<file path="src/rtl/cell_seq_pkg.sv">
// Shared types and constants for the select/toggle cell operation sequencer.
package cell_seq_pkg;

  typedef enum logic {
    OP_TOGGLE = 1'b0,
    OP_AND    = 1'b1
  } op_e;

  typedef enum logic [1:0] {
    IDLE = 2'd0,
    RUN  = 2'd1,
    CAPT = 2'd2,
    DONE = 2'd3
  } state_e;

  // S value that, with A=B=0, makes every cell reload its own q.
  localparam logic HOLD_S = 1'b0;

endpackage

</file>
<file path="src/rtl/cell_op_sequencer.sv">
// Accepts one cell-bank operation per handshake, drives S/A/B for the
// requested number of cycles, then freezes the bank and captures its value.
module cell_op_sequencer
  import cell_seq_pkg::*;
#(
  parameter int WIDTH = 8,
  parameter int CNT_W = 4
) (
  input  logic             clk,
  input  logic             rst_n,
  input  logic             cmd_valid,
  output logic             cmd_ready,
  input  logic             cmd_op,
  input  logic [WIDTH-1:0] cmd_a,
  input  logic [WIDTH-1:0] cmd_b,
  input  logic [CNT_W-1:0] cmd_len,
  output logic             cell_s,
  output logic [WIDTH-1:0] cell_a,
  output logic [WIDTH-1:0] cell_b,
  input  logic [WIDTH-1:0] cell_q,
  output logic             busy,
  output logic             done,
  output logic [WIDTH-1:0] result
);

  state_e           state;
  op_e              op_r;
  logic [WIDTH-1:0] a_r;
  logic [WIDTH-1:0] b_r;
  logic [CNT_W-1:0] cnt;
  logic [CNT_W-1:0] eff_len;

  // A zero length runs once, which also keeps the down-counter from wrapping.
  always_comb begin
    eff_len = cmd_len;
    if (cmd_len == '0) begin
      eff_len = CNT_W'(1);
    end
  end

  assign cmd_ready = (state == IDLE);

  always_ff @(posedge clk or negedge rst_n) begin
    if (!rst_n) begin
      state  <= IDLE;
      op_r   <= OP_TOGGLE;
      a_r    <= '0;
      b_r    <= '0;
      cnt    <= '0;
      cell_s <= HOLD_S;
      cell_a <= '0;
      cell_b <= '0;
      busy   <= 1'b0;
      done   <= 1'b0;
      result <= '0;
    end else begin
      done <= 1'b0;
      case (state)
        IDLE: begin
          if (cmd_valid) begin
            op_r   <= op_e'(cmd_op);
            a_r    <= cmd_a;
            b_r    <= cmd_b;
            cnt    <= eff_len;
            cell_s <= cmd_op;
            cell_a <= cmd_a;
            cell_b <= cmd_op ? cmd_b : '0;
            busy   <= 1'b1;
            state  <= RUN;
          end
        end

        RUN: begin
          // Drive outputs are registered, so the hold code must be loaded
          // on the last RUN edge to appear exactly in CAPT.
          if (cnt == CNT_W'(1)) begin
            cell_s <= HOLD_S;
            cell_a <= '0;
            cell_b <= '0;
            state  <= CAPT;
          end else begin
            cnt    <= cnt - CNT_W'(1);
            cell_s <= (op_r == OP_AND);
            cell_a <= a_r;
            cell_b <= (op_r == OP_AND) ? b_r : '0;
          end
        end

        CAPT: begin
          result <= cell_q;
          done   <= 1'b1;
          state  <= DONE;
        end

        DONE: begin
          busy  <= 1'b0;
          state <= IDLE;
        end

        default: begin
          cell_s <= HOLD_S;
          cell_a <= '0;
          cell_b <= '0;
          busy   <= 1'b0;
          state  <= IDLE;
        end
      endcase
    end
  end

endmodule

</file>
<file path="config.mk">
export PLATFORM = sky130hd
export DESIGN_NAME = cell_op_sequencer
export DESIGN_NICKNAME = d
export VERILOG_FILES = /design/src/rtl/cell_seq_pkg.sv /design/src/rtl/cell_op_sequencer.sv
export SDC_FILE = /design/constraint.sdc
export NUM_CORES = 1
export LEC_CHECK = 0
export BUFFER_PORTS_ARGS = -buffer_cell sky130_fd_sc_hd__buf_2
export CAP_MARGIN = 30
export CORE_ASPECT_RATIO = 1.1
export CORE_MARGIN = 2
export CORE_UTILIZATION = 47
export CTS_BUF_LIST = sky130_fd_sc_hd__clkbuf_4 sky130_fd_sc_hd__clkbuf_8 sky130_fd_sc_hd__clkbuf_16
export DETAILED_ROUTE_END_ITERATION = 10
export PLACE_DENSITY = 0.79
export SLEW_MARGIN = 10
export SYNTH_ARGS = -nofsm -noshare
export SYNTH_HDL_FRONTEND = slang
export SYNTH_SLANG_ARGS = --single-unit
</file>
<file path="constraint.sdc">
create_clock -name clk -period 1.8 [get_ports clk]
set_clock_uncertainty 0.2 [all_clocks]
set_input_delay 0.27 -clock clk [delete_from_list [all_inputs] [get_ports clk]]
set_output_delay 0.27 -clock clk [all_outputs]
set_load 0.01 [all_outputs]
</file>
==> results.sh <==
export IMPL_status="finished with violations"
export IMPL_violations="setup timing"
export IMPL_endpoint="state[1]$_DFFE_PN0P_"
export IMPL_drive_above_1_share=0.473
export IMPL_die_height_um=76.8
export IMPL_ys_seq_elements=50
export IMPL_synth_top_cell_area_share=0.553
export IMPL_ff2ff_path_depth=5
export IMPL_critPathLaunch="cnt[1]$_DFFE_PN0P_"
export IMPL_synth_nets=231
export IMPL_postRouteAntennaNets=0
export IMPL_required_ps=1790
export IMPL_fmax_mhz=554
export IMPL_tightest_slew_ps=431
export IMPL_gp_congestion=0.801
export IMPL_synth_edff_count=0
export IMPL_ios=60
export IMPL_critPathLaunchType="flop"
export IMPL_via_per_inst=5.45
export IMPL_grt_max_degree=51
export IMPL_cts_root_buf="clkbuf_8"
export IMPL_drt_wl_total_um=4900
export IMPL_first_pass_iters=4
export IMPL_r2r_end="state[1]$_DFFE_PN0P_"
export IMPL_synth_commonest_cells="50 x dfrtp_1, 26 x a21oi_1, 25 x mux2_2"
export IMPL_ys_types=33
export IMPL_area_delta_synth_final_pct=31.0
export IMPL_fp_dieW_um=70.2
export IMPL_setup_slack_ps=-6.10
export IMPL_p_leak_nw=1.35
export IMPL_reg2reg_slack_ps=-6
export IMPL_yosysSeqAreaShare=0.553
export IMPL_cts_buffer_depth=2
export IMPL_seqPwrFrac=0.367
export IMPL_design_die_area_sq_um=5390
export IMPL_place_area_sq_um=2710
export IMPL_synth_avg_cell_area_sq_um=11.7
export IMPL_synthArstFlopShare=1.00
export IMPL_drt_iter0_markers=122
export IMPL_cts_tree="built"
export IMPL_p_clk_frac=0.122
export IMPL_grt_pass1_wl_um=8290
export IMPL_critPathKind="flop to flop"
export IMPL_finalPower_mw=5.55
export IMPL_min_path_type="primary input to flop"
export IMPL_htree_levels=2
export IMPL_antenna_found_initial=0
export IMPL_end_kind="flop"
export IMPL_ir_drop_mv=0.981
export IMPL_fin_crit_ps=1810
export IMPL_clock_sinks=50
export IMPL_relSlewSlack=0.713
export IMPL_clk_pin_slew_ps=90
export IMPL_yosys_warnings=0
export IMPL_fill_cells=374
export IMPL_power_frac_comb=0.511
export IMPL_overflow=0
export IMPL_rows=26
export IMPL_cp_data_arrival_time_ps=1800
export IMPL_grt_usage=0.191
export IMPL_dominantRegCellSynth="dfrtp_1"
export IMPL_drcViolationCount=0
export IMPL_clkLatencyLatePin_ps=300
export IMPL_post_dp_hpwl_um=3420
export IMPL_numCtsBuffers=5
export IMPL_switchingPower_mw=2.08
export IMPL_finalCritPeriodShare=1.00
export IMPL_intPower_mw=3.46
export IMPL_num_nets_final=312
export IMPL_path_max_fanout=5
export IMPL_cap_violations=0
export IMPL_slew_viol_final=0
export IMPL_port_buffers=59
export IMPL_synth_area_leader_cell="dfrtp_1"
export IMPL_synthTopCellsByArea="dfrtp_1 55%, mux2_2 12%, a21oi_1 5.7%, ha_1 3.3%, a32oi_1 3.1%"
export IMPL_rsz0062_at_grt="true"
export IMPL_synth_most_common_cell="dfrtp_1"
export IMPL_powerDensity_nw_per_um2=1870
export IMPL_synth_area_sq_um=2260
export IMPL_design_area_sq_um=2960
export IMPL_vias=1804
export IMPL_wl_per_cell_um=14.8
export IMPL_hold_viol_final=0
export IMPL_antennaDiodeCount=0
export IMPL_setup_violations_final=1
export IMPL_grt_pass1_vias=1785
export IMPL_initial_core_util=0.487
export IMPL_syn_inst=193
export IMPL_rr_startpoint="cnt[1]$_DFFE_PN0P_"
export IMPL_fp_coreArea_sq_um=4650
export IMPL_swShare=0.376
[flip-flops by register name, indices dropped and copies added (netlist names), 2 cells and up]
name / flops
cnt: 4
a_r: 8
cell_b: 8
cell_a: 8
b_r: 8
result: 8
state: 2
[what timing repair did]
action	CTS	global route
resized for setup	2	11
endpoints found under the setup margin	4	28
pin swaps	1	2
endpoints found under the hold margin	56	1
hold buffers	7	1
buffers inserted	2	3
[logic make-up (layout without fill, tap and decap cells)]
| kind of cell | after synthesis | after routing | share of synthesized area |
|---|---|---|---|
| compound gates | 46 | 46 | 0.129 |
| fa+ha+maj | 6 | 6 | 0.0332 |
| flops | 50 | 50 | 0.553 |
| buf+inv | 19 | 101 | 0.0486 |
| mux | 29 | 29 | 0.145 |
| simple gates | 43 | 43 | 0.0912 |
[worst min-delay path by stage]
| stage | startpoint | endpoint | slack [ps] | cells after the start |
|---|---|---|---|---|
| finish | cell_q[4] | result[4]$_DFFE_PN0P_ | 5 | 2 |
| global route | cell_q[4] | result[4]$_DFFE_PN0P_ | 6 | 2 |
| CTS | cmd_b[0] | b_r[0]$_DFFE_PN0P_ | 8 | 2 |
| detailed placement | rst_n | cell_b[6]$_DFFE_PN0P_ | 80 | 2 |
| global placement | rst_n | cell_b[0]$_DFFE_PN0P_ | 80 | 2 |
| floorplan | rst_n | a_r[0]$_DFFE_PN0P_ | -230 | 0 |
[power groups by stage]
| stage | combinational (mW) | clock (mW) | sequential, mW |
|---|---|---|---|
| final | 2.83 | 0.676 | 2.04 |
| after global routing | 3.12 | 0.745 | 2.11 |
| after CTS | 2.70 | 0.689 | 2.02 |
| after detailed placement | 2.63 | 0 | 2.04 |
| after global placement | 2.55 | 0 | 2.01 |
| after floorplan | 1.63 | 0 | 2.16 |
[layout by cell type, fill, tap and decap left out, drive strengths merged, types with 2 or more instances in the layout]
master,count
buf,80
dfrtp,50
a21oi,27
mux2,27
nor2,18
nand3,9
dlygate4sd3,8
a32oi,8
clkbuf,6
nand2,6
ha,6
inv,5
nor2b,3
o21ai,3
mux2i,2
nand4,2
o211ai,2
[area by class of cell]
type                    count  area [sq um]  area share
flip-flops and latches     50          1250       0.423
clock inverters             2          12.5     0.00422
inverters                   5          18.8     0.00633
repair buffers             88           574       0.194
multi-input cells         124           953       0.322
well taps                  56          70.1      0.0236
clock buffers               6          82.6      0.0279
[metal layers]
layer | vias up | track usage | wire length [um]
met5 | - | 0 | 0
met4 | 0 | 0.0538 | 47
met3 | 7 | 0.0644 | 329
met2 | 66 | 0.328 | 2460
met1 | 882 | 0.228 | 2060
li1 | 849 | - | -
[metrics by stage]
stage               worst slack (ps)  setup TNS, ps  hold WS (ps)  utilization  std cells
floorplan                       12.4              0          -226            -        193
global placement                21.9              0          79.2        0.582        310
detailed placement             -15.2          -17.5          76.5        0.582        310
CTS                             9.69              0          8.23        0.622        327
global route                   -48.2           -181          5.73        0.637        331
finish                         -6.10          -6.10          5.19        0.637        331
[critical path: stages, from the launching register on]
cell and delay [ps]:
dfrtp_1 400, inv_2 60, ha_1 120, or3b_4 420, a21oi_4 190, mux2_4 310
Power figures use the tool's default switching activity.
